`src/rtl/mu_sched.sv`:
```
// Issue/writeback controller for the fixed-latency pipelined multiplier: credit-limited issue,
// tag pipe tracking and in-order result FIFO. Optional flush port via MU_SCHED_FLUSH_EN.
module mu_sched #(
   parameter int LAT   = 8,
   parameter int TAGW  = 5,
   parameter int DEPTH = 4
) (
   input  logic            clk,
   input  logic            rst,
   input  logic            req_valid,
   output logic            req_ready,
   input  logic [31:0]     req_a,
   input  logic [31:0]     req_b,
   input  logic [1:0]      req_op,
   input  logic [TAGW-1:0] req_rd,
   output logic            mu_start,
   output logic [31:0]     mu_a,
   output logic [31:0]     mu_b,
   output logic [1:0]      mu_ctl,
   input  logic [31:0]     mu_res,
   input  logic            mu_done,
   output logic            wb_valid,
   input  logic            wb_ready,
   output logic [31:0]     wb_data,
   output logic [TAGW-1:0] wb_rd,
   output logic            busy,
   output logic            err
`ifdef MU_SCHED_FLUSH_EN
   ,
   input  logic            flush
`endif
);

   localparam int PW = (DEPTH > 1) ? $clog2(DEPTH) : 1;
   localparam int CW = $clog2(DEPTH + 1);
   localparam int TW = $clog2(LAT + DEPTH + 2);

   // Handshakes: a transfer happens on a rising edge where valid and ready are both high;
   // ready never looks at valid, and the producer holds its payload until the transfer.

   logic [TAGW-1:0] issue_rd;
   logic [LAT-1:0]  tag_v;
   logic [TAGW-1:0] tag_rd [LAT];
   logic [31:0]     fifo_data [DEPTH];
   logic [TAGW-1:0] fifo_rd [DEPTH];
   logic [PW-1:0]   wr_ptr, rd_ptr;
   logic [CW-1:0]   fifo_count;
   logic [TW-1:0]   tag_cnt, in_use;
   logic            kill, accept, tail_v, full, pop, push_ok, overflow, done_exp;

`ifdef MU_SCHED_FLUSH_EN
   // Occupancy of the multiplier itself; unlike tag_v it survives a flush so the
   // mu_done strobes of killed ops are still expected.
   logic [LAT-1:0] started;
   assign kill     = flush;
   assign done_exp = started[LAT-1];
   always_ff @(posedge clk) begin
      if (rst) started <= '0;
      else     started <= {started[LAT-2:0], mu_start};
   end
`else
   assign kill     = 1'b0;
   assign done_exp = tag_v[LAT-1];
`endif

   function automatic logic [PW-1:0] ptr_inc(input logic [PW-1:0] p);
      return (p == PW'(DEPTH - 1)) ? '0 : p + PW'(1);
   endfunction

   always_comb begin
      tag_cnt = '0;
      for (int i = 0; i < LAT; i++) tag_cnt = tag_cnt + TW'(tag_v[i]);
   end

   // Every op between acceptance and writeback pop holds one credit.
   assign in_use    = TW'(mu_start) + tag_cnt + TW'(fifo_count);
   assign req_ready = !rst && !kill && (in_use < TW'(DEPTH));
   assign accept    = req_valid && req_ready;
   assign tail_v    = tag_v[LAT-1];
   assign full      = (fifo_count == CW'(DEPTH));
   assign wb_valid  = (fifo_count != '0);
   assign wb_data   = fifo_data[rd_ptr];
   assign wb_rd     = fifo_rd[rd_ptr];
   assign pop       = wb_valid && wb_ready;
   assign push_ok   = tail_v && (!full || pop);
   assign overflow  = tail_v && full && !pop;
   assign busy      = mu_start || (|tag_v) || wb_valid;

   always_ff @(posedge clk) begin
      if (rst) begin
         mu_start   <= 1'b0;
         mu_a       <= '0;
         mu_b       <= '0;
         mu_ctl     <= '0;
         issue_rd   <= '0;
         tag_v      <= '0;
         wr_ptr     <= '0;
         rd_ptr     <= '0;
         fifo_count <= '0;
         err        <= 1'b0;
         for (int i = 0; i < LAT; i++) tag_rd[i] <= '0;
         for (int i = 0; i < DEPTH; i++) begin
            fifo_data[i] <= '0;
            fifo_rd[i]   <= '0;
         end
      end else begin
         mu_start <= accept;
         if (accept) begin
            mu_a     <= req_a;
            mu_b     <= req_b;
            mu_ctl   <= req_op;
            issue_rd <= req_rd;
         end

         tag_v     <= kill ? '0 : {tag_v[LAT-2:0], mu_start};
         tag_rd[0] <= issue_rd;
         for (int i = 1; i < LAT; i++) tag_rd[i] <= tag_rd[i-1];

         if (kill) begin
            wr_ptr     <= '0;
            rd_ptr     <= '0;
            fifo_count <= '0;
         end else begin
            if (push_ok) begin
               fifo_data[wr_ptr] <= mu_res;
               fifo_rd[wr_ptr]   <= tag_rd[LAT-1];
               wr_ptr            <= ptr_inc(wr_ptr);
            end
            if (pop) rd_ptr <= ptr_inc(rd_ptr);
            if (push_ok && !pop)      fifo_count <= fifo_count + CW'(1);
            else if (!push_ok && pop) fifo_count <= fifo_count - CW'(1);
         end

         if ((mu_done != done_exp) || (overflow && !kill)) err <= 1'b1;
      end
   end

endmodule

```
`config.mk`:
```
export PLATFORM = sky130hd
export DESIGN_NAME = mu_sched
export DESIGN_NICKNAME = d
export VERILOG_FILES = /design/src/rtl/mu_sched.sv
export SDC_FILE = /design/constraint.sdc
export NUM_CORES = 1
export LEC_CHECK = 0
export ABC_AREA = 1
export CAP_MARGIN = 20
export CORE_MARGIN = 5
export CORE_UTILIZATION = 50
export CTS_CLUSTER_DIAMETER = 60
export CTS_CLUSTER_SIZE = 30
export DETAILED_ROUTE_END_ITERATION = 6
export PLACE_DENSITY = 0.77
export REMOVE_ABC_BUFFERS = 1
export SLEW_MARGIN = 20
export SYNTH_ARGS = -nofsm -noshare
export SYNTH_HDL_FRONTEND = slang
export SYNTH_SLANG_ARGS = --single-unit
```
`constraint.sdc`:
```
create_clock -name clk -period 11.35 [get_ports clk]
set_input_delay 2.27 -clock clk [delete_from_list [all_inputs] [get_ports clk]]
set_output_delay 2.27 -clock clk [all_outputs]
set_load 0.005 [all_outputs]
```
# ---- After elaboration in Yosys (flattened, before gate mapping)
# Memory sizes are Yosys's and may differ from the RTL's. A register that Yosys moved wholly into a read port is not among the register bits.
# Index checks and enable logic that the tools add are counted.
dict set report op_classes {
  add_sub_neg 13
  reduce_logical 21
  magnitude_cmp 1
  n_eq_ne 4
  n_mux 28
  n_bitwise 8
}
# op count
set ops {}
lappend ops {{$mux 5} 9}
lappend ops {{$mux 32} 1}
lappend ops {{$reduce_or 32->1} 1}
lappend ops {{$add 4x1->4} 4}
lappend ops {{$mux 2} 8}
lappend ops {{$logic_and 1x1->1} 8}
lappend ops {{$mux 1} 8}
lappend ops {{$or 1x1->1} 8}
lappend ops {{$reduce_or 8->1} 1}
lappend ops {{$mux 3} 2}
lappend ops {{$reduce_or 5->1} 1}
lappend ops {{$add 1x4->4} 1}
lappend ops {{$add 2x1->2 const B} 2}
lappend ops {{$add 3x1->4} 1}
lappend ops {{$add 4x3->4} 1}
lappend ops {{$eq 2x2->1 const B} 2}
lappend ops {{$logic_not 1->1} 4}
lappend ops {{$logic_or 1x1->1} 4}
lappend ops {{$lt 4x3->1 const B} 1}
lappend ops {{$add 2x1->3} 1}
lappend ops {{$add 3x1->3 const B} 1}
lappend ops {{$eq 3x3->1 const B} 1}
lappend ops {{$reduce_bool 3->1} 1}
lappend ops {{$sub 3x1->3 const B} 1}
lappend ops {{other kinds (3)} 3}
dict set report word_totals {
  mem_bits_rw 188
  elab_cells 88
  output_inout_bits 108
  n_memories 3
  in_bits 108
  reg_bits 88
}
# memory depth word_bits rd rd_clocked_by_memory_dff write_ports line
set memory_table {}
lappend memory_table {fifo_data 4 32 1 1 4 44} ;# logic [31:0] fifo_data [DEPTH];
lappend memory_table {tag_rd 8 5 8 0 8 43} ;# logic [TAGW-1:0] tag_rd [LAT];
lappend memory_table {fifo_rd 4 5 1 1 4 45} ;# logic [TAGW-1:0] fifo_rd [DEPTH];

# ---- Depth between registers and ports, before layout
# Gate-level depths: netlist of run 1.
dict set report depth {
  word_depth 12
  depth_mapped 16
  ltp_nobuf 14
}

# ---- Least setup slack after synthesis of run 1
# OpenSTA, ideal clock, no wires.
dict set report synth_path {
  path_type {input-to-reg}
  startpoint {in wb_ready}
  endpoint {mem fifo_data[3][0], enable pin}
  path_buffers 0
  arrival_ps 5228
  setup_ps 487
  stages 4
  setup_slack_ps 5635
  required_ps 10863
  cell_sequence {inv_1 nand2_1 nand2_2 o31ai_1}
}
# item line
set synth_lines {}
lappend synth_lines {{start: declaration} 23} ;# input logic wb_ready,
lappend synth_lines {{end: declaration} 44}

# ---- Final worst setup path of run 1
dict set report layout_path {
  startpoint {reg mu_start}
  endpoint {out req_ready}
}
dict set report layout_between {
  elab_chain_len 4
}
# item line
set layout_rtl {}
lappend layout_rtl {{start: declaration} 16} ;# output logic mu_start,
lappend layout_rtl {{start signal: assignment} 107} ;# mu_start <= accept;
lappend layout_rtl {{$add 1x4->4} 76} ;# assign in_use = TW'(mu_start) + tag_cnt + TW'(fifo_count);
lappend layout_rtl {{$add 4x3->4} 76}
lappend layout_rtl {{$lt 4x3->1} 77} ;# assign req_ready = !rst && !kill && (in_use < TW'(DEPTH));
lappend layout_rtl {{$logic_and 1x1->1} 77}
lappend layout_rtl {{end: declaration} 11} ;# output logic req_ready,
# No other way between the ends.

==> flow_summary_export.csv, run 1 <==
group,metric,value,unit
pwr,p_leak,6.00,nW
run_status,status,"finished clean",
floorplanning,dieArea,25600,µm²
finish,num_antenna_cells,0,
logic_synthesis,syn_inst,1246,
timing,setup_ws,5.37,ns
timing,relSlewSlack,29.9,%
timing,final_max_slew_viol_count,0,
timing,tightest_slew,1.05,ns
timing,fin_skew,0.0212,ns
timing,finalSetupViolCount,0,
route,avgViaCountPerCell,4.89,
placed_design,io_buffers,215,
worst_setup_path,crit_start,"mu_start",
flow_run,drv_cap,0,
timing,finalHoldViolations,0,
clocking,clock_path_buffers,3,
pwr,power_density,176,nW/µm²
finish,syn_to_final_growth,26.1,%
logic_synthesis,synthDistinctLibCells,26,
floorplanning,die_h,160,µm
placed_design,post-place-ws,5.46,ns
timing,fin_crit,5.98,ns
logic_synthesis,synth-seq-cells,278,
finish,final_nets,1546,
timing,tns,0,ns
clocking,cts_sinks,278,
finish,drive_gt1_share,4.11,%
timing,fin_crit_sh,52.6,%
logic_synthesis,post_synth.cell_area_avg,9.02,µm²
clocking,cts_tree,"yes",
floorplanning,pin_count,216,
route,drc,0,
timing,grt_setup_unrepaired,"no",
logic_synthesis,yosys_warnings,0,
placed_design,gp_congestion,0.764,
floorplanning,fp.dieW,160,µm
pwr,vdd_drop_max,156,µV
global_route,grt_pass1_wl,40.7,mm
logic_synthesis,synth_top_area_cell,"edfxtp_1",
route,drt-initial-drc-count,526,
clocking,cts_buffers,19,
route,wl_per_cell,14.6,µm
clocking,cts_setup_buffers,0,
worst_setup_path,critPathKind,"reg2out",
clocking,postCtsHoldBufs,0,
worst_setup_path,required,9.08,ns
logic_synthesis,yosysSeqAreaShare,62.7,%
logic_synthesis,synth_area_leaders,"edfxtp_1 40%, dfxtp_1 23%, nor2_1 13%, inv_1 5.9%, nand2_1 5.4%",
global_route,grt_max_degree,83,
finish,mostFrequentLayoutCell,"nor2_1",
placed_design,hpwl,15.3,mm
clocking,clk_pin_slew,0.10,ns
floorplanning,coreArea,22000,µm²
route,num_vias,8403,
global_route,antenna_found_initial,0,
worst_setup_path,reg2reg_from,"mu_start",
global_route,track_usage,19.2,%
timing,fmax,167,MHz
clocking,worstSkewPairLatency,0.51,ns
clocking,cts_resized,0,
timing,worst_hold_slack,0.389,ns
floorplanning,initial_core_util,51.2,%
clocking,cts-root-buf,"clkbuf_16",
finish,mostFrequentLayoutCells,"404 x nor2_1, 214 x clkdlybuf4s50_1, 176 x inv_1",
logic_synthesis,synth.top_cell.area_share,39.6,%
clocking,htreeDepth,1,
floorplanning,rows,54,
route,drt-total-wl,25.0,mm
route,antenna_left,0,
min_path,hp-class,"reg2reg",
worst_setup_path,path_max_fanout,4,
worst_setup_path,crit_arrival,3.71,ns
worst_setup_path,cp-end-kind,"output pin",
min_path,worstHoldStart,"tag_rd[1][1]",
route,dr.pass1.iters,4,
global_route,grt_overflow_total,0,
worst_setup_path,rrSetupSlack,7.16,ns
global_route,grt_pass1_vias,8228,
logic_synthesis,synth.cell_area,11200,µm²
worst_setup_path,start_kind,"register",
[synth_stat cells]
cell and count:
a21oi_1 5, buf_1 3, buf_2 22, buf_4 5
buf_6 12, clkbuf_1 25, dfxtp_1 130, edfxtp_1 148
fa_1 6, ha_1 7, inv_1 177, inv_2 3
inv_4 1, nand2_1 162, nand2_2 2, nand3_1 5
nand3_2 1, nand4_1 2, nand4_2 1, nor2_1 404
nor3_2 1, nor4_1 2, o211a_1 1, o21ai_0 82
o22ai_1 38, o31ai_1 1
[logic make-up after synthesis]
| family | share of synthesized area [%] |
|---|---|
| buffers and inverters | 9.52 |
| DFF | 62.7 |
| adders and majority gates | 1.85 |
| AOI/OAI and AO/OA | 6.15 |
| and+or+nand+nor | 19.8 |
[per-stage QoR]
stage	total power (W)	utilization, %	instances	cell area (µm²)
2_1_floorplan	0.00144	-	1179	10800
6_report	0.00250	64.5	1717	14200
3_5_place_dp	0.00178	61.3	1684	13500
4_1_cts	0.00253	64.5	1717	14200
3_3_place_gp	0.00176	61.2	1683	13400
5_1_grt	0.00263	64.5	1717	14200
[sequential cells by signal, summed over array words and instances (netlist names), named ones only]
name,cells
mu_start,1
wr_ptr,2
issue_rd,5
tag_v,8
mu_a,32
fifo_data,128
mu_ctl,2
err,1
rd_ptr,2
tag_rd,40
fifo_rd,20
fifo_count,3
mu_b,32
[cell type report]
class	count	area, µm²
Inverter	181	682
Tap cell	280	350
Clock inverter	11	190
Fill cell	1732	7790
Timing Repair Buffer	225	2240
Clock buffer	22	510
Sequential cell	278	7050
Multi-Input combinational cell	720	3150
[final timing paths]
| kind | end | depth (start not counted) |
|---|---|---|
| max | req_ready | 13 |
| min | tag_rd[1][6] | 2 |
| max reg2reg | mu_b[3] | 14 |
| min reg2reg | tag_rd[1][6] | 2 |
[critical path: stages (launching register included)]
cell and delay, ns:
dfxtp_1 0.37, fa_1 0.55, inv_1 0.06, fa_1 0.41, fa_1 0.52, inv_1 0.04
ha_1 0.26, nand3_1 0.06, nand2_1 0.08, inv_1 0.04, nand2_1 0.12, nand3_1 0.11
inv_1 0.08, clkdlybuf4s50_1 0.49
[per-layer routing]
metal / up-vias / GRT usage, % / wire length (µm)
li1: 4223 / - / -
met1: 3839 / 22.7 / 9460
met2: 312 / 33.0 / 12000
met3: 29 / 8.14 / 3150
met4: 0 / 3.68 / 398
met5: - / 0 / 0
[power breakdown]
group	internal, W	switching [W]	total [W]
Combinational	0.000296	0.000315	0.000611
Sequential	0.00111	0.0000261	0.00114
Clock	0.000359	0.000388	0.000748
Total	0.00177	0.000729	0.00250
No activity file was read; power rests on OpenSTA's default activity.
==> run 2, diff against run 1 <==
- CORE_UTILIZATION: 50 -> 47
- PLACE_DENSITY: 0.77 -> 0.76
- clock period: 11.35 -> 5.39 ns (I/O delays scaled with it)
==> flow_summary_export.csv, run 2 (same netlist as run 1, synthesis figures left out) <==
group,metric,value,unit
run_status,status,"finished clean",
min_path,hp-class,"reg2reg",
global_route,antenna_found_initial,1,
worst_setup_path,crit_start,"mu_start",
route,num_vias,8470,
global_route,track_usage,18.4,%
timing,setup_ws,0.652,ns
worst_setup_path,regToRegEndpoint,"mu_b[26]",
finish,top_regs,"fifo_data x128, tag_rd x40",
worst_setup_path,reg2reg_from,"mu_start",
pwr,power_density,378,nW/µm²
timing,tns,0,ns
route,wl_per_cell,14.5,µm
clocking,cts_sinks,278,
clocking,worstSkewPairLatency,0.53,ns
pwr,p_leak,6.04,nW
timing,fin_crit_sh,87.9,%
clocking,cts_setup_buffers,0,
worst_setup_path,crit_arrival,3.66,ns
clocking,postCtsHoldBufs,0,
global_route,grt_pass1_vias,8154,
worst_setup_path,required,4.31,ns
timing,fin_skew,0.0337,ns
route,dr.pass1.iters,5,
route,avgViaCountPerCell,4.80,
timing,final_max_slew_viol_count,0,
timing,relSlewSlack,32.7,%
placed_design,io_buffers,215,
pwr,vdd_drop_max,212,µV
global_route,grt_max_degree,109,
finish,n_fill_cell,1983,
route,drt-total-wl,25.6,mm
finish,mostFrequentLayoutCell,"nor2_1",
worst_setup_path,cp-end-kind,"output pin",
finish,final_nets,1551,
timing,fmax,211,MHz
clocking,cts_resized,0,
clocking,clk_pin_slew,0.10,ns
flow_run,drv_cap,0,
route,antenna_left,0,
worst_setup_path,start_kind,"register",
finish,syn_to_final_growth,27.4,%
route,drt-initial-drc-count,570,
timing,finalSetupViolCount,0,
timing,fin_crit,4.74,ns
floorplanning,pin_count,216,
global_route,grt_pass1_wl,40.2,mm
floorplanning,die_h,165,µm
finish,largest_register_ffs,128,
timing,grt_setup_unrepaired,"no",
route,drc,0,
clocking,htreeDepth,1,
finish,num_antenna_cells,0,
finish,largest_register,"fifo_data",
worst_setup_path,rr_worst_depth,14,
finish,mostFrequentLayoutCells,"404 x nor2_1, 215 x clkdlybuf4s50_1, 176 x inv_1",
placed_design,gp_congestion,0.830,
timing,finalHoldViolations,0,
clocking,cts-root-buf,"clkbuf_16",
floorplanning,dieArea,27100,µm²
floorplanning,initial_core_util,47.9,%
finish,drive_gt1_share,4.29,%
worst_setup_path,rrSetupSlack,1.72,ns
finish,seqCellArea,7050,µm²
timing,tightest_slew,1.01,ns
floorplanning,coreArea,23500,µm²
floorplanning,fp.dieW,165,µm
floorplanning,rows,56,
clocking,clock_path_buffers,3,
worst_setup_path,cp-endpoint,"req_ready",
worst_setup_path,critPathKind,"reg2out",
min_path,worstHoldStart,"tag_rd[1][8]",
worst_setup_path,path_max_fanout,4,
global_route,grt_overflow_total,0,
finish,multi_input_area,3140,µm²
clocking,cts_buffers,20,
pwr,p_total,0.00541,W
clocking,cts_tree,"yes",
placed_design,post-place-ws,1.19,ns
placed_design,hpwl,16.0,mm
## run 2: per-layer routing
layer | global-route usage [%] | vias to the layer above | share of wire (%)
met3 | 6.69 | 49 | 12
met4 | 4.80 | 2 | 2.2
met5 | 0 | - | 0.051
met2 | 31.7 | 344 | 47
met1 | 22.0 | 3845 | 39
li1 | - | 4230 | -
## run 2: worst min-delay path by stage
stage | endpoint | depth (start not counted)
CTS | tag_rd[0][7] | 2
global route | tag_rd[1][13] | 2
global placement | tag_rd[0][19] | 2
floorplan | tag_rd[0][10] | 2
detailed placement | tag_rd[1][18] | 2
finish | tag_rd[1][13] | 2
## run 2: final cells by class
| type | count | share of cell area [%] |
|---|---|---|
| tap | 319 | 2.79 |
| timing repair buffer | 229 | 15.9 |
| sequential | 278 | 49.2 |
| multi-input combinational | 720 | 21.9 |
| clock buffer | 21 | 3.67 |
| inverter | 181 | 4.76 |
| clock inverter | 15 | 1.72 |
## run 2: per-stage QoR
| step | util, % | std cells | instance area (µm²) | hold slack, ns |
|---|---|---|---|---|
| 3_5_place_dp | 57.7 | 1727 | 13500 | 0.393 |
| 6_report | 61.0 | 1763 | 14300 | 0.401 |
| 2_1_floorplan | - | 1179 | 10800 | 0.388 |
| 5_1_grt | 61.0 | 1763 | 14300 | 0.416 |
| 3_3_place_gp | 57.7 | 1727 | 13500 | 0.388 |
| 4_1_cts | 61.0 | 1763 | 14300 | 0.400 |
## run 2: worst max-delay path, cell delays in order (launching register included)
cell	delay [ns]
dfxtp_1	0.36
fa_1	0.54
inv_1	0.05
fa_1	0.41
fa_1	0.51
inv_1	0.04
ha_1	0.26
nand3_1	0.06
nand2_1	0.08
inv_1	0.04
nand2_1	0.11
nand3_1	0.09
inv_1	0.08
clkdlybuf4s50_1	0.51
## run 2: power breakdown
group	internal, W	switching, W	total (W)
Clock	0.000882	0.000851	0.00173
Sequential	0.00234	0.0000563	0.00240
Combinational	0.000616	0.000657	0.00127
Total	0.00384	0.00156	0.00541
